==> config.mk <==
export PLATFORM = sky130hd
export DESIGN_NAME = pu_accum_driver
export DESIGN_NICKNAME = d
export VERILOG_FILES = /design/src/rtl/pu_accum_driver.sv
export SDC_FILE = /design/constraint.sdc
export NUM_CORES = 1
export LEC_CHECK = 0
export ABC_AREA = 1
export BUFFER_PORTS_ARGS = -buffer_cell sky130_fd_sc_hd__buf_2
export CAP_MARGIN = 20
export CELL_PAD_IN_SITES_DETAIL_PLACEMENT = 2
export CELL_PAD_IN_SITES_GLOBAL_PLACEMENT = 2
export CORE_UTILIZATION = 25
export CTS_BUF_LIST = sky130_fd_sc_hd__clkbuf_2
export DETAILED_ROUTE_END_ITERATION = 10
export HOLD_SLACK_MARGIN = 0.1
export PLACE_DENSITY_LB_ADDON = 0.1
export SLEW_MARGIN = 20
export SYNTH_ARGS = -nofsm -noshare
export SYNTH_HDL_FRONTEND = slang
export SYNTH_SLANG_ARGS = --single-unit
==> constraint.sdc <==
create_clock -name clk -period 4.1 [get_ports clk]
set_clock_uncertainty 0.05 [all_clocks]
set_input_delay 0.41 -clock clk [delete_from_list [all_inputs] [get_ports clk]]
set_output_delay 0.41 -clock clk [all_outputs]
set_load 0.05 [all_outputs]
==> src/rtl/pu_accum_driver.sv <==
// pu_accum_driver: bus-side sequencer for one pu_accum instance.
// Turns operand jobs into load/init/neg strobes and returns a single result beat.
`default_nettype none

module pu_accum_driver #(
  parameter int DATA_WIDTH = 32,
  parameter int ATTR_WIDTH = 4,
  parameter int SIGN       = 0,
  parameter int OVERFLOW   = 1,
  parameter int CNT_WIDTH  = 8
) (
  input  logic                  clk,
  input  logic                  rst_n,
  input  logic                  op_valid,
  output logic                  op_ready,
  input  logic [DATA_WIDTH-1:0] op_data,
  input  logic [ATTR_WIDTH-1:0] op_attr,
  input  logic                  op_neg,
  input  logic                  op_last,
  output logic                  signal_load,
  output logic                  signal_init,
  output logic                  signal_neg,
  output logic [DATA_WIDTH-1:0] data_in,
  output logic [ATTR_WIDTH-1:0] attr_in,
  output logic                  signal_oe,
  input  logic [DATA_WIDTH-1:0] pu_data,
  input  logic [ATTR_WIDTH-1:0] pu_attr,
  output logic                  res_valid,
  input  logic                  res_ready,
  output logic [DATA_WIDTH-1:0] res_data,
  output logic                  res_sign,
  output logic                  res_overflow,
  output logic [CNT_WIDTH-1:0]  res_count,
  output logic                  busy
);

  localparam logic [2:0] c_IDLE = 3'd0;
  localparam logic [2:0] c_ACC  = 3'd1;
  localparam logic [2:0] c_WAIT = 3'd2;
  localparam logic [2:0] c_OE   = 3'd3;
  localparam logic [2:0] c_CAP  = 3'd4;
  localparam logic [2:0] c_RES  = 3'd5;

  localparam logic [CNT_WIDTH-1:0] c_CNT_ONE = {{(CNT_WIDTH-1){1'b0}}, 1'b1};
  localparam logic [CNT_WIDTH-1:0] c_CNT_MAX = {CNT_WIDTH{1'b1}};

  logic [2:0]            r_state;
  logic [2:0]            w_next;
  logic [CNT_WIDTH-1:0]  r_cnt;
  logic [CNT_WIDTH-1:0]  w_cnt_inc;
  logic                  w_can_take;
  logic                  w_accept;
  logic [DATA_WIDTH-1:0] r_res_data;
  logic                  r_res_sign;
  logic                  r_res_overflow;
  logic [CNT_WIDTH-1:0]  r_res_count;
  logic                  w_unused_attr;

  // Only the sign and overflow attribute bits are reported back.
  assign w_unused_attr = ^pu_attr;

  // Gating with rst_n keeps the source from seeing ready while held in reset.
  assign w_can_take = (r_state == c_IDLE) || (r_state == c_ACC);
  assign op_ready   = rst_n && w_can_take;
  assign w_accept   = op_valid && op_ready;
  assign w_cnt_inc  = (r_cnt == c_CNT_MAX) ? r_cnt : r_cnt + c_CNT_ONE;

  always_ff @(posedge clk or negedge rst_n) begin
    if (!rst_n) begin
      r_state <= c_IDLE;
    end else begin
      r_state <= w_next;
    end
  end

  always_comb begin
    w_next = r_state;
    case (r_state)
      c_IDLE,
      c_ACC:   if (w_accept) w_next = op_last ? c_WAIT : c_ACC;
      c_WAIT:  w_next = c_OE;
      c_OE:    w_next = c_CAP;
      c_CAP:   w_next = c_RES;
      c_RES:   if (res_ready) w_next = c_IDLE;
      default: w_next = c_IDLE;
    endcase
  end

  always_comb begin
    signal_load = 1'b0;
    signal_init = 1'b0;
    signal_neg  = 1'b0;
    data_in     = '0;
    attr_in     = '0;
    signal_oe   = 1'b0;
    res_valid   = 1'b0;
    busy        = 1'b0;
    if (w_accept) begin
      signal_load = 1'b1;
      signal_init = (r_state == c_IDLE);
      signal_neg  = op_neg;
      data_in     = op_data;
      attr_in     = op_attr;
    end
    signal_oe = (r_state == c_OE);
    res_valid = (r_state == c_RES);
    busy      = (r_state != c_IDLE);
  end

  always_ff @(posedge clk or negedge rst_n) begin
    if (!rst_n) begin
      r_cnt <= '0;
    end else if (w_accept) begin
      r_cnt <= (r_state == c_IDLE) ? c_CNT_ONE : w_cnt_inc;
    end
  end

  // The PU output register is valid during CAP, one edge after the OE strobe.
  always_ff @(posedge clk or negedge rst_n) begin
    if (!rst_n) begin
      r_res_data     <= '0;
      r_res_sign     <= 1'b0;
      r_res_overflow <= 1'b0;
      r_res_count    <= '0;
    end else if (r_state == c_CAP) begin
      r_res_data     <= pu_data;
      r_res_sign     <= pu_attr[SIGN];
      r_res_overflow <= pu_attr[OVERFLOW];
      r_res_count    <= r_cnt;
    end
  end

  assign res_data     = r_res_data;
  assign res_sign     = r_res_sign;
  assign res_overflow = r_res_overflow;
  assign res_count    = r_res_count;

endmodule

`default_nettype wire

==> impl_metrics.ini <==
[grt]
grt_pass1_vias = 2591
grt_max_degree = 55
grt-ovfl-total = 0
grt_pass1_wl_microns = 12500
antenna_found_initial = 1
grt_usage_pct = 15.2

[floorplan]
core-area_sq_um = 9820
fp.dieArea_sq_um = 10600
initial_utilization_pct = 25.9
die_h_microns = 103
die_x_microns = 103
io_pins = 163
num_rows = 36

[synthesis]
synth_top_area_share_pct = 52.1
synth.top_cells.by_area = dfrtp_1 52%, mux2_2 12%, inv_1 7.4%, nand2_1 6.6%, nor2_1 6.3%
ys_types = 20
synth_largest_area_cell = dfrtp_1
yosys-top-cells-count = 53 x dfrtp_1, 50 x inv_1, 45 x nand2_1
avgSynthCellArea_sq_um = 9.35
ys_seq_area_share_pct = 52.1
async_reset_ff_share_pct = 100
synth_top_flop_cell = dfrtp_1
syn-num-nets = 351
synth_area_sq_um = 2540
yosys_register_bits = 53
ys.warnings.count = 0
synth_edf_count = 0
synth.most_common_cell = dfrtp_1
syn_inst = 272

[setup_path]
timing.setup.critical_path_class = reg -> out
cp_num_buf_inv = 2
slowest_stage = nand3_2
cp_max_fo = 41
critical_path_depth = 4
start_kind = flip-flop
critPathCaptureType = output port
crit_family = simple AND/OR/NAND/NOR gates
critical_path.cell_chain = nor2_2 > nand3_2 > inv_2 > buf_2
cp.required_ns = 3.64
worst_ep_arrival_time_ns = 2.43
cpPeakStageDelay_ns = 0.63
r2r_cells = 7

[drt]
ant_nets = 0
drt_wl_total_microns = 8400
vias = 2550
first_pass_iters = 4
wl_per_cell_microns = 14.0
drc = 0
drtIter0Drc = 45
avgViaCountPerCell = 4.24

[timing]
setup_violations = 0
slew_headroom_pct = 47.6
finalHoldViolations = 0
tightest_slew_ns = 0.785
rsz0062_at_grt = no
maxSlewViolCount = 0
finalCritPeriodShare_pct = 70.5
min_period_ns = 2.89
tns_ns = 0
max_freq_ghz = 0.346

[placement]
gp_congestion = 0.726
dpl.hpwl_microns = 5940
io_buffer_count = 160

[hold_path]
holdCritPathClass = in -> reg
hold_depth = 2

[cells_and_area]
final_nets = 546
area_growth_pct = 52.1
postLayoutCoreUtil_pct = 39.4
drive_gt1_share_pct = 45.7

[clock_tree]
cts_setup_buffers = 0
cts_tree = yes
cts_buffers = 5
cts.sinks = 53
clockBufferDepth = 2
cts_resized = 0
clk-insertion-delay-late_ns = 0.44
cts_root_buffer = clkbuf_2
h-tree-depth = 2
clk_pin_slew_ns = 0.28

[job]
drv_cap = 0

[outcome]
status = completed

[pwr]
max-vdd-ir-drop_v = 0.000227
p_leak_nw = 2.25
power.density_nw_per_um2 = 737
## registers in the layout, indices dropped and copies added (netlist names)
signal and count:
r_cnt 8, res_overflow 1, r_state 3, res_data 32
res_sign 1, res_count 8
## cell type report
type | instances | area, sq um
clock buffer | 6 | 30.0
multi-input combinational | 159 | 973
fill | 1174 | 5950
clock inverter | 2 | 13.8
tap | 133 | 166
sequential | 53 | 1330
antenna | 1 | 2.50
timing repair buffer | 197 | 1170
inverter | 51 | 191
## per-stage QoR
step	total power [mW]	instances	area, sq um	setup WS, ns	hold WS (ns)
global placement	2.59	558	3470	1.72	0.412
finish	2.85	602	3870	1.21	0.152
global route	3.03	602	3870	0.917	0.114
floorplan	2.21	272	2540	1.95	0.0644
detailed placement	2.63	558	3470	1.68	0.430
CTS	2.88	596	3820	1.11	0.101
## layout by cell type, fill, tap and decap left out, drive strengths merged
cell type / Yosys / layout
a21oi: 1 / 1
nand3: 11 / 11
buf: 7 / 162
inv: 51 / 52
diode: 0 / 1
o21ai: 14 / 14
ha: 1 / 1
nand3b: 1 / 1
nor3: 2 / 2
nor2: 45 / 45
mux2: 37 / 37
clkbuf: 2 / 6
dlygate4sd3: 0 / 35
nand2: 46 / 46
dfrtp: 53 / 53
or2: 1 / 1
clkinv: 0 / 1
## report_power, final
| group | total [mW] | leakage, nW | internal [mW] | switching, mW |
|---|---|---|---|---|
| Clock | 0.217 | 0.0334 | 0.0463 | 0.170 |
| Sequential | 0.880 | 0.651 | 0.742 | 0.138 |
| Combinational | 1.76 | 1.57 | 0.487 | 1.27 |
## layer usage
| layer | vias to the layer above | share of wire [%] | track usage, % |
|---|---|---|---|
| li1 | 1219 | - | - |
| met5 | - | 0 | 0 |
| met3 | 7 | 3.7 | 2.31 |
| met2 | 73 | 53 | 28.2 |
| met4 | 0 | 1.2 | 4.88 |
| met1 | 1251 | 42 | 17.9 |
## logic make-up after synthesis
group                      Yosys count  share of synthesized area [%]
DFF                                 53                           52.1
adders and majority gates            1                          0.492
muxes                               37                           17.7
buffers and inverters               60                           9.69
and+or+nand+nor                    106                           17.0
AOI/OAI and AO/OA                   15                           2.95
## worst paths after layout
path | start | endpoint | slack [ns]
min in group asynchronous | rst_n | res_data[13] | 0.65
max | r_state[1] | signal_load | 1.21
max reg2reg | r_state[1] | r_cnt[5] | 1.90
min | pu_data[30] | res_data[30] | 0.15
max in group asynchronous | rst_n | r_cnt[6] | 2.90
min reg2reg | res_count[6] | res_count[6] | 0.47
## worst reg2reg max path, stage by stage, from the launching register on
cell and delay (ns):
dfrtp_1 0.52, nor2_2 0.20, nand3_2 0.63, inv_2 0.33, nand3_1 0.14, inv_1 0.15, nand2_1 0.07, nand2_1 0.07
## what timing repair did
item | CTS | global route
setup endpoints to repair | 0 | 0
hold buffers | 30 | 5
endpoints found under the hold margin | 82 | 5
Note: power is estimated with default switching activity, not from simulation.
